==> src/rtl/cpu_pkg.sv <==
// Shared CPU package: PC width and return-stack sizing used by the fetch path.
package cpu_pkg;

  localparam int PC_WIDTH     = 10;
  localparam int RS_DEPTH_DEF = 8;
  localparam int RS_PTR_W     = $clog2(RS_DEPTH_DEF);

endpackage : cpu_pkg

==> src/rtl/return_stack_if.sv <==
// Return-stack bus: call/return strobes and address in, stack status and top entry out.
interface return_stack_if
  import cpu_pkg::*;
#(
  parameter int WIDTH = PC_WIDTH,
  parameter int DEPTH = RS_DEPTH_DEF
);

  logic                     push;
  logic                     pop;
  logic [WIDTH-1:0]         din;
  logic [WIDTH-1:0]         top;
  logic                     empty;
  logic                     full;
  logic [$clog2(DEPTH):0]   count;
  logic                     err;

  modport master (
    output push, pop, din,
    input  top, empty, full, count, err
  );

  modport slave (
    input  push, pop, din,
    output top, empty, full, count, err
  );

endinterface : return_stack_if

==> src/rtl/return_stack_mem.sv <==
// DEPTH x WIDTH register array with one synchronous write port and one combinational read port.
module return_stack_mem
  import cpu_pkg::*;
#(
  parameter int WIDTH = PC_WIDTH,
  parameter int DEPTH = RS_DEPTH_DEF
) (
  input  logic                       clk,
  input  logic                       we,
  input  logic [$clog2(DEPTH)-1:0]   wa,
  input  logic [WIDTH-1:0]           wd,
  input  logic [$clog2(DEPTH)-1:0]   ra,
  output logic [WIDTH-1:0]           rd
);

  logic [WIDTH-1:0] mem_r [DEPTH];

  // storage write; contents are deliberately never reset
  always_ff @(posedge clk) begin
    if (we) begin
      mem_r[wa] <= wd;
    end
  end

  assign rd = mem_r[ra];

endmodule : return_stack_mem

==> src/rtl/return_stack.sv <==
// Circular-buffer return-address stack feeding the next-PC mux.
// Optional sticky overflow/underflow flag enabled by RETURN_STACK_ERR_EN.
module return_stack
  import cpu_pkg::*;
#(
  parameter int WIDTH = PC_WIDTH,
  parameter int DEPTH = RS_DEPTH_DEF
) (
  input  logic           clk,
  input  logic           reset,
  return_stack_if.slave  bus
);

  localparam int PW = $clog2(DEPTH);
  localparam int CW = PW + 1;

  logic [PW-1:0]    sp_r;
  logic [CW-1:0]    cnt_r;
  logic [PW-1:0]    sp_nxt_s;
  logic [CW-1:0]    cnt_nxt_s;
  logic             we_s;
  logic [PW-1:0]    wa_s;
  logic [PW-1:0]    ra_s;
  logic [WIDTH-1:0] rd_s;
  logic             empty_s;
  logic             full_s;

  assign empty_s = (cnt_r == CW'(0));
  assign full_s  = (cnt_r == CW'(DEPTH));
  assign ra_s    = sp_r - PW'(1);

  // next pointer/count and write-port control
  always_comb begin
    sp_nxt_s  = sp_r;
    cnt_nxt_s = cnt_r;
    we_s      = 1'b0;
    wa_s      = sp_r;
    if (bus.push && (!bus.pop || empty_s)) begin
      // plain push; when full the write lands on the oldest slot
      we_s     = 1'b1;
      wa_s     = sp_r;
      sp_nxt_s = sp_r + PW'(1);
      if (full_s) begin
        cnt_nxt_s = cnt_r;
      end else begin
        cnt_nxt_s = cnt_r + CW'(1);
      end
    end else if (bus.push && bus.pop) begin
      we_s = 1'b1;
      wa_s = sp_r - PW'(1);
    end else if (bus.pop) begin
      if (empty_s) begin
        sp_nxt_s  = sp_r;
        cnt_nxt_s = cnt_r;
      end else begin
        sp_nxt_s  = sp_r - PW'(1);
        cnt_nxt_s = cnt_r - CW'(1);
      end
    end else begin
      sp_nxt_s  = sp_r;
      cnt_nxt_s = cnt_r;
    end
  end

  // stack pointer and entry count
  always_ff @(posedge clk or posedge reset) begin
    if (reset) begin
      sp_r  <= '0;
      cnt_r <= '0;
    end else begin
      sp_r  <= sp_nxt_s;
      cnt_r <= cnt_nxt_s;
    end
  end

  return_stack_mem #(
    .WIDTH (WIDTH),
    .DEPTH (DEPTH)
  ) u_mem (
    .clk (clk),
    .we  (we_s),
    .wa  (wa_s),
    .wd  (bus.din),
    .ra  (ra_s),
    .rd  (rd_s)
  );

  // top is masked to zero when empty so stale memory never leaks out
  always_comb begin
    if (empty_s) begin
      bus.top = '0;
    end else begin
      bus.top = rd_s;
    end
  end

  assign bus.empty = empty_s;
  assign bus.full  = full_s;
  assign bus.count = cnt_r;

`ifdef RETURN_STACK_ERR_EN
  logic err_r;
  logic ovf_s;
  logic unf_s;

  assign ovf_s = bus.push && !bus.pop && full_s;
  assign unf_s = bus.pop && !bus.push && empty_s;

  // sticky error flag, cleared only by reset
  always_ff @(posedge clk or posedge reset) begin
    if (reset) begin
      err_r <= 1'b0;
    end else if (ovf_s || unf_s) begin
      err_r <= 1'b1;
    end else begin
      err_r <= err_r;
    end
  end

  assign bus.err = err_r;
`else
  assign bus.err = 1'b0;
`endif

endmodule : return_stack

==> src/flat_wrapper.sv <==
// flat-port wrapper written by rule: the top's interface ports become plain ports
module return_stack_flat import cpu_pkg::*;
#(
  parameter int WIDTH = PC_WIDTH,
  parameter int DEPTH = RS_DEPTH_DEF
)
  (clk, reset, bus_push, bus_pop, bus_din, bus_top, bus_empty, bus_full, bus_count, bus_err);
  return_stack_if #(.WIDTH(WIDTH), .DEPTH(DEPTH)) bus_i ();
  input  logic clk;
  input  logic reset;
  input wire logic [$bits(bus_i.push)-1:0] bus_push;
  input wire logic [$bits(bus_i.pop)-1:0] bus_pop;
  input wire logic [$bits(bus_i.din)-1:0] bus_din;
  output wire logic [$bits(bus_i.top)-1:0] bus_top;
  output wire logic [$bits(bus_i.empty)-1:0] bus_empty;
  output wire logic [$bits(bus_i.full)-1:0] bus_full;
  output wire logic [$bits(bus_i.count)-1:0] bus_count;
  output wire logic [$bits(bus_i.err)-1:0] bus_err;
  assign bus_i.push = bus_push;
  assign bus_i.pop = bus_pop;
  assign bus_i.din = bus_din;
  assign bus_top = bus_i.top;
  assign bus_empty = bus_i.empty;
  assign bus_full = bus_i.full;
  assign bus_count = bus_i.count;
  assign bus_err = bus_i.err;
  return_stack #(.WIDTH(WIDTH), .DEPTH(DEPTH)) u_core (.clk(clk), .reset(reset), .bus(bus_i));
endmodule
==> config.mk <==
export PLATFORM = sky130hd
export DESIGN_NAME = return_stack_flat
export DESIGN_NICKNAME = d
export VERILOG_FILES = /design/src/rtl/cpu_pkg.sv /design/src/rtl/return_stack_if.sv /design/src/rtl/return_stack_mem.sv /design/src/rtl/return_stack.sv /design/src/flat_wrapper.sv
export SDC_FILE = /design/constraint.sdc
export NUM_CORES = 1
export LEC_CHECK = 0
export CORE_ASPECT_RATIO = 1.25
export CORE_MARGIN = 2
export CORE_UTILIZATION = 65
export CTS_BUF_LIST = sky130_fd_sc_hd__clkbuf_16
export DETAILED_ROUTE_END_ITERATION = 16
export DONT_BUFFER_PORTS = 1
export PLACE_DENSITY = 0.81
export SLEW_MARGIN = 40
export SYNTH_ARGS = -nofsm -noshare
export SYNTH_HDL_FRONTEND = slang
export SYNTH_HIERARCHICAL = 1
export SYNTH_SLANG_ARGS = --single-unit
==> constraint.sdc <==
create_clock -name clk -period 5.9 [get_ports clk]
set_input_delay 1.18 -clock clk [delete_from_list [all_inputs] [get_ports clk]]
set_output_delay 1.18 -clock clk [all_outputs]
set_load 0.02 [all_outputs]
; ---- Word-level counts from Yosys, hierarchy flattened
; Memories as Yosys holds them, arrays and structs flattened.
; Cells that the tools add are included.
[op_classes]
n_addsub = 4
reduce_logical = 8
n_mux = 16
n_eq_ne = 4
[ops]
columns = operator, n
row1 = $mux 4, 5
row2 = $mux 3, 6
row3 = $mux 10, 1
row4 = $add 4x1->4 const B, 1
row5 = $eq 4x4->1 const B, 1
row6 = $logic_not 4->1, 1
row7 = $mux 1, 4
row8 = $ne 2x2->1 const B, 2
row9 = $reduce_and 4->1, 1
row10 = $sub 4x1->4 const B, 1
row11 = $add 3x1->3 const B, 1
row12 = $reduce_and 3->1, 1
row13 = $sub 3x1->3 const B, 1
row14 = $logic_and 1x1->1, 2
row15 = $ne 2x1->1 const B, 1
row16 = $reduce_bool 2->1, 1
row17 = $logic_not 1->1, 1
row18 = $logic_or 1x1->1, 1
[word_totals]
in_bits = 14
ff_bits = 7
mem_bits_rw = 80
mem_count = 1
output_inout_bits = 17
[memory_table]
columns = memory, depth, word_bits, rd, rd_clocked_by_memory_dff, wr, line
row1 = u_core.u_mem.mem_r, 8, 10, 1, 0, 1, return_stack_mem.sv:16  ; logic [WIDTH-1:0] mem_r [DEPTH];

; ---- Longest topological paths before layout
[depth]
ltp_word = 6
depth_mapped = 10

; ---- Hierarchy
; The synthesis kept the hierarchy.
[modules_own_cells]
columns = module, instances, seq_area_each_um2, cells_per_inst, area_per_inst_um2
row1 = return_stack_mem, 1, 2402.3, 128, 3133.0
row2 = return_stack, 1, 175.2, 80, 686.9

; ---- Worst setup path after synthesis
; OpenSTA, ideal clock, no wires.
[synth_timing]
kind = input port to flip-flop
from = input bus_push
to = memory u_core/u_mem/mem_r[0][0] (netlist bit), enable pin
path_buffers = 2
cell_stages = 6
path_slack_ns = 2.534
t_required_ns = 5.510
t_arrival_ns = 2.976
setup_time_ns = 0.390
path_cell_list = clkbuf_1 clkbuf_1 nand4b_1 xnor2_1 nand2b_1 nor3_1
[synth_via]
word_cells_on_any_way = 8
cone_classes = mux: 6 / reduce/logical: 2
[synth_lines]
columns = item, line
row1 = "start, declared", flat_wrapper.sv:11  ; input wire logic [$bits(bus_i.push)-1:0] bus_push;
row2 = $logic_and 1x1->1, return_stack.sv:48  ; end else if (bus.push && bus.pop) begin
row3 = $mux 3, return_stack.sv:48
row4 = $mux 3 (*), return_stack.sv:38  ; if (bus.push && (!bus.pop || empty_s)) begin
row5 = via u_core.wa_s[2], return_stack.sv:22  ; logic [PW-1:0] wa_s;
row6 = "end, declared", return_stack_mem.sv:16
; Mark *: on every way through the listed nets, which the timed path passes. The rest lies on a longest branch.

; ---- Final worst setup path
[layout_timing]
from = register u_core.sp_r[0]
to = output bus_top[4]
[layout_via]
elab_chain_cells = 3
[layout_rtl]
columns = item, line
row1 = "start, declared", return_stack.sv:17  ; logic [PW-1:0] sp_r;
row2 = "start signal, assigned", return_stack.sv:71  ; sp_r <= sp_nxt_s;
row3 = $sub 3x1->3, return_stack.sv:30  ; assign ra_s = sp_r - PW'(1);
row4 = via u_core.ra_s[0], return_stack.sv:23  ; logic [PW-1:0] ra_s;
row5 = $mem_v2 8x10, n/a
row6 = via u_core.rd_s[4], return_stack.sv:24  ; logic [WIDTH-1:0] rd_s;
row7 = $mux 10, return_stack.sv:90  ; if (empty_s) begin
row8 = "end, declared", flat_wrapper.sv:14  ; output wire logic [$bits(bus_i.top)-1:0] bus_top;
; The timed path passes the listed nets, and every way through them passes these cells.

==> run_results.csv <==
group,metric,value,unit
sta,setup_viol,0,
yosys,synth-seq-cells,87,
cells_and_area,num-fill-cells,337,
critical_path,crit_arrival,2830,ps
critical_path,r2r_cells,6,
yosys,synth.distinct_cells,37,
clock_network,clk_latency,330,ps
detailed_routing,drcViolationCount,0,
yosys,seq_area_frac_synth,0.675,
floorplanning,die_w,72.6,µm
placed_design,gp_congestion,0.835,
grt,grt_pass1_vias,1889,
detailed_routing,drt_first_pass_iters,5,
grt,grt_pass1_wl,10300,µm
floorplanning,core_area,5740,µm²
yosys,synth.avg_cell_area,18.4,µm²
sta,tns,0,ps
grt,grt_max_degree,22,
detailed_routing,post_drt_wl_per_cell,23.8,µm
floorplanning,rows,31,
cells_and_area,drive_above_1_share,0.178,
cells_and_area,seq_area,2580,µm²
detailed_routing,first_iter_violations,114,
critical_path,setup.worst_path.end_class,"output pin",
yosys,synth_edf_count,80,
yosys,async_flop_share,0.0805,
grt,use_met3,0.0729,
cells_and_area,layoutNonFillerInstCount,280,
clock_network,clk_pin_slew,60,ps
floorplanning,start_util,0.665,
clock_network,hold_buffers,0,
critical_path,worst-path-stages,7,
sta,fmax,0.249,GHz
critical_path,path_max_fanout,21,
critical_path,endpoint,"bus_top[4]",
sta,skew,6.26,ps
clock_network,cts_setup_buffers,0,
cells_and_area,area_growth,9.70,%
grt,antenna_found_initial,0,
critical_path,start_kind,"flip-flop",
sta,fin_crit,4010,ps
clock_network,root_buffer,"clkbuf_16",
sta,maxSlewViolCount,0,
critical_path,slowest_stage,"dfrtp_1",
clock_network,numCtsBuffers,9,
sta,rsz0062_at_grt,"false",
power,power_density,573,nW/µm²
job,drv_cap,0,
clock_network,cts_tree,"built",
sta,worst_pin_slew,772,ps
placed_design,post-place-cells,265,
clock_network,htreeDepth,3,
yosys,syn_area,3820,µm²
cells_and_area,antenna_cells,0,
detailed_routing,ant_nets,0,
critical_path,reg2reg_slack,3000,ps
cells_and_area,multiInputGateArea,1170,µm²
worst_hold_path,holdCritPathClass,"reg -> reg",
critical_path,crit_required,4720,ps
power,vdd_drop_max,0.394,mV
critical_path,path_class,"reg -> out",
run_status,outcome,"completed",
critical_path,r2r-end,"u_core/u_mem/mem_r[6][6]$_DFFE_PP_",
critical_path,max_stage_delay,440,ps
detailed_routing,viasPerCell,6.56,
detailed_routing,num_vias,1836,
grt,grt-busiest-layer,"met2",
cells_and_area,nets,228,
clock_network,cts_num_sinks,87,
yosys,synth_fp_nets,226,
critical_path,r2r-start,"u_core/bus.count[0]$_DFFE_PP0P_",
grt,use_met1,0.285,
yosys,synthFlopType,"edfxtp_1",
yosys,syn_inst,208,
power,p_leak,1.45,nW
clock_network,cts_resized,0,
grt,grt_overflow,0,
clock_network,cts_buffer_depth,2,
sta,fin_crit_sh,0.680,
floorplanning,die_area,6510,µm²
critical_path,cp_top_family,"buffers and inverters",
grt,groute.usage.overall,0.226,
placed_design,place.detailed.hpwl,4160,µm
sta,hold_viol_final,0,
grt,grt_use_met2,0.364,
detailed_routing,routed_wirelength,6660,µm
critical_path,crit_chain,"inv_2 > ha_1 > xor2_1 > buf_4 > mux4_1 > mux2_2 > nor2b_1",
floorplanning,pin_count,31,
placed_design,portBuffers,0,
sta,maxSlewHeadroom,0.485,
critical_path,worst-path-buf-inv,2,
critical_path,startpoint,"u_core/sp_r[0]$_DFFE_PP0P_",
floorplanning,dieHeight,89.7,µm
yosys,yosysWarnings,6,
## area by class of cell
cell class              instances  share of cell area
inverters                       5             0.00448
clock inverters                 6              0.0203
flip-flops and latches         87               0.615
well taps                      66              0.0197
multi-input cells             103               0.279
clock buffers                   9              0.0537
repair buffers                  4             0.00717
## worst min path at each step
stage	from	endpoint	slack, ps	depth (start not counted)
2_1_floorplan	u_core/sp_r[2]$_DFFE_PP0P_	u_core/sp_r[2]$_DFFE_PP0P_	500	1
3_3_place_gp	u_core/sp_r[2]$_DFFE_PP0P_	u_core/sp_r[2]$_DFFE_PP0P_	530	1
3_5_place_dp	u_core/sp_r[2]$_DFFE_PP0P_	u_core/sp_r[2]$_DFFE_PP0P_	540	1
4_1_cts	u_core/sp_r[2]$_DFFE_PP0P_	u_core/sp_r[2]$_DFFE_PP0P_	550	1
5_1_grt	u_core/sp_r[2]$_DFFE_PP0P_	u_core/sp_r[2]$_DFFE_PP0P_	560	1
6_report	u_core/sp_r[2]$_DFFE_PP0P_	u_core/sp_r[2]$_DFFE_PP0P_	550	1
## synthesized netlist by cell type (all sizes together), types with 4 or more instances
cell / instances / area [µm²]
a21oi: 4 / 20.0
nor2: 11 / 41.3
nand2: 6 / 22.5
xnor2: 4 / 35.0
mux2: 12 / 135
ha: 4 / 50.1
dfrtp: 7 / 175
inv: 5 / 18.8
xor2: 5 / 43.8
nand2b: 5 / 31.3
edfxtp: 80 / 2400
nor2b: 10 / 62.6
clkbuf: 7 / 26.3
mux4: 20 / 526
buf: 6 / 56.3
## cells by family (layout without fill, tap and decap cells)
kind of cell             after synthesis  count (layout)  share of synthesized area
flip-flops                            87              87                      0.675
AND/OR/NAND/NOR                       42              42                     0.0580
multiplexers                          34              34                      0.178
buffers and inverters                 18              24                     0.0265
AO/OA/AOI/OAI                         12              12                     0.0252
XOR/XNOR                               9               9                     0.0206
adder cells (fa/ha/maj)                5               5                     0.0157
other                                  1               1                   0.000982
## cells in the final DEF (no fill, tap or decap), types with 5 or more instances in the layout
cell       netlist  routed
nor2_2           0       6
mux2_2          10      10
nand2b_1         5       5
nand2_1          6       6
nor2_1          11       5
edfxtp_1        80      80
xor2_1           5       5
dfrtp_1          7       7
clkbuf_16        0       9
mux4_1          20      20
nor2b_1         10      10
## layer usage
layer	share of wire	wire, µm
met4	0.017	113
met2	0.53	3530
met1	0.40	2680
met5	0	0
met3	0.051	339
## power by group
group	switching, W	leakage [nW]	internal [W]
clock network	0.000214	0.149	0.000367
logic	0.000533	0.487	0.000398
registers	0.0000874	0.808	0.000802
## flip-flops by register name, indices dropped and copies added (netlist names)
register / cells
u_core/sp_r: 3
u_core/bus.count: 4
u_core/u_mem/mem_r: 80
## worst register-to-register path, cell delays in order (launching register included)
cell	delay (ps)
dfrtp_1	550
nor4_4	650
nand3b_1	240
nand2_1	60
o21ai_0	200
nand2b_1	190
nor2_2	630
## metrics by stage
stage	setup WS, ps	hold WS (ps)	instance area (µm²)	power [W]	util
2_1_floorplan	2530	498	3820	0.00166	-
3_3_place_gp	2050	526	3860	0.00178	0.672
3_5_place_dp	2200	538	3880	0.00184	0.676
4_1_cts	1850	547	4190	0.00242	0.730
5_1_grt	1730	561	4190	0.00252	0.730
6_report	1890	546	4190	0.00240	0.730
Note: power is estimated with default switching activity, not from simulation.
